## src/rtl/bbpd_vote.sv

```systemverilog
// bbpd_vote: bang-bang phase-detector vote accumulator.
// Each valid sample with a data transition casts a vote from the edge sample.
// A vote is +1 when e_mid == d_now (clock late) and -1 when e_mid == d_prev
// (clock early). The votes are summed over a window of VOTE_LEN valid samples.
// At the end of the window the net sum is compared against +/-THRESH, which
// gives a one-cycle up or dn pulse to the loop filter.
// Optional feature: when the macro BBPD_STALL_DET_EN is defined, a run counter
// is built in. It raises no_trans after NO_TRANS_MAX consecutive valid samples
// with no transition. Without the macro, no_trans is tied to 0.
module bbpd_vote #(
  parameter int VOTE_LEN     = 16,
  parameter int THRESH       = 4,
  parameter int ACC_W        = 6,
  parameter int NO_TRANS_MAX = 32
) (
  input  logic clk,
  input  logic rst,
  input  logic sample_valid,
  input  logic d_now,
  input  logic e_mid,
  output logic up,
  output logic dn,
  output logic no_trans
);

  localparam int CNT_W = (VOTE_LEN > 2) ? $clog2(VOTE_LEN) : 1;
  localparam logic [CNT_W-1:0]        WIN_LAST = CNT_W'(VOTE_LEN - 1);
  localparam logic signed [ACC_W-1:0] TH_P     = ACC_W'(THRESH);
  localparam logic signed [ACC_W-1:0] TH_N     = ACC_W'(-THRESH);
  localparam logic signed [ACC_W-1:0] V_UP     = ACC_W'(1);
  localparam logic signed [ACC_W-1:0] V_DN     = ACC_W'(-1);

  // Reject parameter sets that would make the window or the accumulator invalid
  if (VOTE_LEN < 2) begin : g_chk_len
    $error("bbpd_vote: VOTE_LEN must be >= 2");
  end
  if (THRESH < 1 || THRESH > VOTE_LEN) begin : g_chk_th
    $error("bbpd_vote: THRESH must be in 1..VOTE_LEN");
  end
  if (ACC_W < $clog2(VOTE_LEN + 1) + 1) begin : g_chk_acc
    $error("bbpd_vote: ACC_W too narrow for a full window sum");
  end
  if (NO_TRANS_MAX < 1) begin : g_chk_run
    $error("bbpd_vote: NO_TRANS_MAX must be >= 1");
  end

  logic                    d_prev;
  logic                    prev_valid;
  logic signed [ACC_W-1:0] acc;
  logic        [CNT_W-1:0] win_cnt;

  logic                    trans;
  logic                    quiet;
  logic                    close;
  logic signed [ACC_W-1:0] vote;
  logic signed [ACC_W-1:0] sum;

  // Classify the current sample and form its vote plus the running sum.
  // The closing sample's vote is included in the sum that is evaluated.
  always_comb begin
    trans = sample_valid && prev_valid && (d_prev != d_now);
    quiet = sample_valid && prev_valid && (d_prev == d_now);
    close = sample_valid && (win_cnt == WIN_LAST);
    vote  = '0;
    if (trans) vote = (e_mid == d_now) ? V_UP : V_DN;
    sum   = acc + vote;
  end

  // History of data samples. prev_valid gates the first post-reset vote.
  always_ff @(posedge clk or posedge rst) begin
    if (rst) begin
      d_prev     <= 1'b0;
      prev_valid <= 1'b0;
    end else if (sample_valid) begin
      d_prev     <= d_now;
      prev_valid <= 1'b1;
    end
  end

  // Window accumulate/close. The clear and the next window start happen on the
  // same edge, so back-to-back samples lose no throughput at the boundary.
  always_ff @(posedge clk or posedge rst) begin
    if (rst) begin
      acc     <= '0;
      win_cnt <= '0;
    end else if (close) begin
      acc     <= '0;
      win_cnt <= '0;
    end else if (sample_valid) begin
      acc     <= sum;
      win_cnt <= win_cnt + 1'b1;
    end
  end

  // Registered decision pulses. They last exactly one cycle after the closing
  // sample. THRESH >= 1 makes up and dn mutually exclusive.
  always_ff @(posedge clk or posedge rst) begin
    if (rst) begin
      up <= 1'b0;
      dn <= 1'b0;
    end else begin
      up <= close && (sum >= TH_P);
      dn <= close && (sum <= TH_N);
    end
  end

`ifdef BBPD_STALL_DET_EN
  localparam int RUN_W = $clog2(NO_TRANS_MAX + 1);
  localparam logic [RUN_W-1:0] RUN_MAX = RUN_W'(NO_TRANS_MAX);

  logic [RUN_W-1:0] run_cnt;
  logic [RUN_W-1:0] run_nxt;

  // Next run length. It saturates on quiet samples, clears on a transition,
  // and holds on idle cycles.
  always_comb begin
    run_nxt = run_cnt;
    if (trans)                            run_nxt = '0;
    else if (quiet && run_cnt != RUN_MAX) run_nxt = run_cnt + 1'b1;
  end

  // The flag is registered from the next count, so it rises on the same edge
  // where the count reaches the limit.
  always_ff @(posedge clk or posedge rst) begin
    if (rst) begin
      run_cnt  <= '0;
      no_trans <= 1'b0;
    end else begin
      run_cnt  <= run_nxt;
      no_trans <= (run_nxt == RUN_MAX);
    end
  end
`else
  assign no_trans = 1'b0;
`endif

endmodule

```

## config.mk

```make
export PLATFORM = sky130hd
export DESIGN_NAME = bbpd_vote
export DESIGN_NICKNAME = d
export VERILOG_FILES = /design/src/rtl/bbpd_vote.sv
export SDC_FILE = /design/constraint.sdc
export NUM_CORES = 1
export LEC_CHECK = 0
export BUFFER_PORTS_ARGS = -buffer_cell sky130_fd_sc_hd__buf_4
export CAP_MARGIN = 20
export CORE_AREA = 2 2 62 64
export DETAILED_ROUTE_END_ITERATION = 16
export DIE_AREA = 0 0 64 66
export GPL_TIMING_DRIVEN = 1
export PLACE_DENSITY = 0.47
export SLEW_MARGIN = 20
export SYNTH_ARGS = -nofsm -noshare
export SYNTH_HDL_FRONTEND = slang
export SYNTH_SLANG_ARGS = --single-unit
```

## constraint.sdc

```tcl
create_clock -name clk -period 2.6 [get_ports clk]
set_input_delay 0.13 -clock clk [delete_from_list [all_inputs] [get_ports clk]]
set_output_delay 0.13 -clock clk [all_outputs]
set_load 0.01 [all_outputs]
```

Word level (Yosys, flattened, before mapping)

Index checks and enable logic that the tools add are counted.

Output and inout bits: 3
Word-level logic and storage cells: 25
Input port bits: 5
Register bits after elaboration: 14

Add/subtract/negate cells: 2
Reduce and logical (&&, ||, !) cells: 6
Equality and inequality tests: 3
Multiplexer cells: 6
Order comparisons: 2

Operators with widths:

| cell                                                                             | number |
|---|---|
| 6-bit 2-to-1 mux                                                                 | 4 |
| 4-bit 2-to-1 mux                                                                 | 2 |
| 6-bit adder                                                                      | 1 |
| 6-bit by 4-bit >= comparator with 1-bit output, second input constant            | 1 |
| 6-bit by 3-bit less-or-equal comparator with 1-bit output, second input constant | 1 |
| 1-bit logical AND                                                                | 5 |
| 4-bit by 1-bit adder with 4-bit output, second input constant                    | 1 |
| 4-bit == test, second input constant                                             | 1 |
| 2-bit nonzero test                                                               | 1 |
| 1-bit == test                                                                    | 1 |
| 1-bit inequality test                                                            | 1 |

Depth between registers and ports, before layout

Word-level depth: 6
Mapped depth: 10
Mapped depth without buffers: 8

Worst setup path after synthesis

OpenSTA, ideal clock, no wires.

Path type: register to register
From: register d_prev
To: register dn
Path slack: -0.123 ns
Period minus slack after synthesis: 2.723 ns
Library setup time: 0.126 ns
Arrival: 2.597 ns
Data required time: 2.474 ns
Buffers on the path: 1
Stages on the path, launching flop included: 10
Path through: dfrtp_1 -> or3b_4 -> a21o_2 -> buf_6 -> xnor2_1 -> ha_1 -> a2111oi_4 -> a21oi_2 -> mux2_4 -> o311a_1

Longest elaborated chain between the ends: 6

RTL lines:

| element                                                   | line | source |
|---|---|---|
| start, declared                                           | 47   | `logic d_prev;` |
| start signal, assigned                                    | 75   | `d_prev <= d_now;` |
| 1-bit inequality test                                     | 61   | `trans = sample_valid && prev_valid && (d_prev != d_now);` |
| 1-bit logical AND                                         | 61   |  |
| 6-bit 2-to-1 mux                                          | 65   | `if (trans) vote = (e_mid == d_now) ? V_UP : V_DN;` |
| 6-bit adder                                               | 66   | `sum = acc + vote;` |
| 6-bit by 3-bit less-or-equal comparator with 1-bit output | 103  | `dn <= close && (sum <= TH_N);` |
| 1-bit logical AND                                         | 103  |  |
| end signal, assigned                                      | 103  |  |
| end, declared                                             | 22   | `output logic dn,` |

Every way passes these cells.
A chain may end at the register's enable or synchronous reset.

Final worst setup path

Ends and elaborated chain as after synthesis.

==> metrics.log <==
[metrics] outcome: finished, final reports clean
[metrics] internal power contribution: 519 uW
[metrics] overflow left after global routing: 0
[metrics] combinational share of power: 36.5%
[metrics] cells after synthesis: 91
[metrics] Clock Skews: 0.00131 ns
[metrics] number of sinks handled by clock tree synthesis: 14
[metrics] final hold violations: 0
[metrics] master cell of the clock root buffer: sky130_fd_sc_hd__clkbuf_4
[metrics] area fraction in and, or, nand and nor cells after synthesis: ~17%
[metrics] number of antenna violations at the first check in global routing: 0
[metrics] Area growth syn-to-layout: 24.7%
[metrics] relative contribution of sequential cells to total power: roughly 44%
[metrics] end point of the most critical hold path: d_prev
[metrics] final setup vio count: 0
[metrics] number of pins with negative max-slew slack in the final report: 0
[metrics] clock-pin slew on the worst setup and hold paths: 0.09 ns
[metrics] sequential fraction of the synthesis area: 39.5%
[metrics] DRC violation count after routing: 0
[metrics] final-stage net count: 115
[metrics] worst hold-check path type: in2reg
[metrics] Iteration-0 DRC Markers: 22
[metrics] placer's final routability congestion estimate: 0.757
[metrics] start point of the worst min-delay path: d_now
[metrics] horizontal die dimension: 64 um
[metrics] register area: 350 um2
[metrics] reg2reg path depth: 8
[metrics] Synth warnings: 0
[metrics] net switching power of the design: 302 uW
[metrics] adder and majority gate portion of the synthesized area: under 10%
[metrics] largest family of logic cells by synthesized area: compound AO/OA/AOI/OAI gates
[metrics] fraction of power spent switching nets: 36.8%
[metrics] standard-cell row count: 22
[metrics] Hold Worst Slack: 0.128 ns
[metrics] R2R Path Start: d_prev
[metrics] Clk Latency, worst-skew pair: 0.27 ns
[metrics] number of max-cap violations: 0
[metrics] Syn Std Cell Area: a little under 900 um2
[metrics] Startpoint Class: flop
[metrics] compound-cell area share of the yosys netlist: 19.6%
[metrics] post-synthesis average cell area: 9.75 um2
[metrics] GR Layer Usage met1: ~13%
[metrics] Die Area: 0.00422 mm2
[metrics] met3 Use GR: 2.90%
[metrics] level count of the clock H-tree: 1
[metrics] placed wire-length estimate: 1360 um
[metrics] portion of netlist area occupied by mux cells: ~7.6%
[metrics] number of fill cells: 373
[metrics] arrival time reported for the critical path endpoint: 2.71 ns
[metrics] delay of the slowest cell on the worst path: 0.40 ns
[metrics] fraction of met2 tracks used by global routing: 16.3%
[metrics] ys flop type: sky130_fd_sc_hd__dfrtp_1
[metrics] number of detailed-route iterations in the first pass: 4
[metrics] cell count after placement: 142
[metrics] Core Footprint: 0.00355 mm2
[metrics] number of CTS-inserted buffers: 3
[metrics] Starting Density: 25.0%
[metrics] Post-Route Setup TNS: 0 ns
[metrics] Max Clk Rate: 394 MHz
[metrics] largest net degree at the start of global routing: 18
[metrics] global-route total usage across every layer: 10.1%
[metrics] Crit Reg-Reg Endpoint: dn
[metrics] number of synthesized register bits: 14
[metrics] Pleak: 0.475 nW
[metrics] end-of-flow core utilization: 31.1%
[metrics] final std cells w/o fill: 154
[metrics] XOR/XNOR Fraction of Synth Area: 5.92%
[metrics] antenna-violating nets left: 0
[metrics] DR vias/cell: 4.58
[metrics] total detailed-routing wirelength: 1880 um
[metrics] Die Y: 66 um
[metrics] final worst-path cycle share: 97.7%
[metrics] Clock power frac: a little under a fifth
[metrics] number of synthesized flops with an enable pin: 0
[metrics] Pwr Total: between 800 and 900 uW
[metrics] CP max-delay cell: sky130_fd_sc_hd__a2111oi_4
[metrics] worst setup path category: reg2reg
[metrics] time the final worst path needs with I/O delays and setup: 2.54 ns
[metrics] detailed-route via count: 705
[metrics] via count of the first global-routing pass: 715
[metrics] gr busiest metal: met2
[metrics] wire length per cell: 12.2 um
[metrics] clock tree from TritonCTS: built
[metrics] CP cell instances: or3b_4 -> a21o_4 -> xnor2_1 -> ha_2 -> a2111oi_4 -> a32oi_2 -> xor2_1 -> o311a_1
[metrics] I/O pins: 8
[metrics] Data required, critical path: around 2.8 ns
[metrics] IO buf count: 6
[metrics] Slew headroom: 62.2%
[metrics] slew at the pin closest to its max-slew limit: 0.566 ns
[metrics] CP Capture Type: flop
[metrics] Netlist cell types: 39
[metrics] first-pass GRT wire length: about 3400 um
[metrics] area of the multi-input gates: roughly 510 um2
[metrics] peak ir drop on the vdd network: 186 uV
[metrics] maximum fanout along the worst path: 4
[metrics] fraction of layout instances using a drive strength above 1: 31.1%
[metrics] reg2reg setup slack: 0.06 ns
[metrics] cell depth of the worst hold path: 2
[metrics] PD cells: 743 mW/mm2
[metrics] post-synthesis net count: 99
[metrics] CTS Buffer Depth: 2
[metrics] n_diodes: 0
[metrics] post-synthesis async set-or-reset flop share: 100%
## what timing repair did
item                                    in CTS  in global routing
setup buffers                                0                  7
hold buffers                                 1                  0
endpoints found under the setup margin       0                  1
endpoints found under the hold margin       14                  0
gates resized for setup                      0                  4
## layer usage
metal  up-vias  share of wire [%]  wire [um]
met2         6                 48        903
met1       340                 49        915
met5         -                  0          0
li1        359                  -          -
met3         0                3.3         63
met4         0                  0          0
## placed cells by master (no fill, tap or decap), types with 2 or more instances in the layout
cell	instances
sky130_fd_sc_hd__buf_4	16
sky130_fd_sc_hd__dfrtp_1	14
sky130_fd_sc_hd__o21ai_0	8
sky130_fd_sc_hd__nand2_1	6
sky130_fd_sc_hd__inv_1	5
sky130_fd_sc_hd__nor2_1	4
sky130_fd_sc_hd__nand3_1	4
sky130_fd_sc_hd__mux2i_1	3
sky130_fd_sc_hd__nor3_1	3
sky130_fd_sc_hd__and3_1	3
sky130_fd_sc_hd__xnor2_1	3
sky130_fd_sc_hd__clkbuf_4	3
sky130_fd_sc_hd__nand4_1	2
sky130_fd_sc_hd__mux2_2	2
sky130_fd_sc_hd__xor2_1	2
sky130_fd_sc_hd__ha_2	2
## kinds of logic (layout without fill, tap and decap cells)
group,after synthesis,after routing
xor+xnor,6,6
simple gates,28,28
other cells,1,1
flops,14,14
fa+ha+maj,3,3
mux,6,6
compound gates,22,22
buf+inv,11,26
## cell usage after synthesis (all sizes together) (2+ instances only)
| master | count | area share [%] |
|---|---|---|
| nor3 | 3 | 1.7 |
| and3 | 3 | 2.1 |
| a21oi | 2 | 1.6 |
| mux2i | 3 | 3.4 |
| mux2 | 3 | 4.2 |
| inv | 5 | 2.1 |
| dfrtp | 14 | 39 |
| buf | 2 | 2.1 |
| xnor2 | 4 | 3.9 |
| clkbuf | 4 | 1.7 |
| nand3 | 4 | 2.3 |
| o21ai | 8 | 4.5 |
| nor2 | 4 | 1.7 |
| nand4 | 2 | 1.4 |
| xor2 | 2 | 2.0 |
| ha | 3 | 4.2 |
| nand2 | 6 | 2.5 |
## area by class of cell
type                            count  area share (%)
Clock buffer                        4            3.28
Inverter                            5            1.70
Timing Repair Buffer               17            11.8
Multi-Input combinational cell     66            46.2
Tap cell                           48            5.43
Sequential cell                    14            31.7
## registers in the layout (all words and copies together), names as in the netlist
signal and cells:
d_prev 1, acc 6, up 1, win_cnt 4
dn 1, prev_valid 1
## worst max-delay path, delay by kind of cell (launching register included)
family,cells,cell delay [ns]
AO/OA/AOI/OAI,4,1.15
XOR/XNOR,2,0.31
adder cells (fa/ha/maj),1,0.21
flip-flops,1,0.39
AND/OR/NAND/NOR,1,0.38
## power by group through the flow
stage	clock network (mW)	logic, mW	registers (mW)
final	0.157	0.300	0.365
after global routing	0.175	0.339	0.380
after CTS	0.165	0.275	0.365
after detailed placement	0	0.272	0.369
after global placement	0	0.268	0.365
after floorplan	0	0.242	0.332
## per-stage QoR
step | setup slack, ns | instance area, um2
global route | -0.0257 | 1110
floorplan | 0.0196 | 890
global placement | 0.0964 | 983
finish | 0.0598 | 1110
CTS | 0.0245 | 1030
detailed placement | 0.0462 | 983
## how the worst max path moves through the flow
| stage | from | endpoint | slack, ns | cells after the start |
|---|---|---|---|---|
| floorplan | d_prev | dn | 0.02 | 9 |
| global placement | d_prev | dn | 0.1 | 8 |
| detailed placement | d_prev | dn | 0.05 | 8 |
| CTS | d_prev | dn | 0.02 | 8 |
| global route | d_prev | dn | -0.03 | 8 |
| finish | d_prev | dn | 0.06 | 8 |
Power figures use the tool's default switching activity.
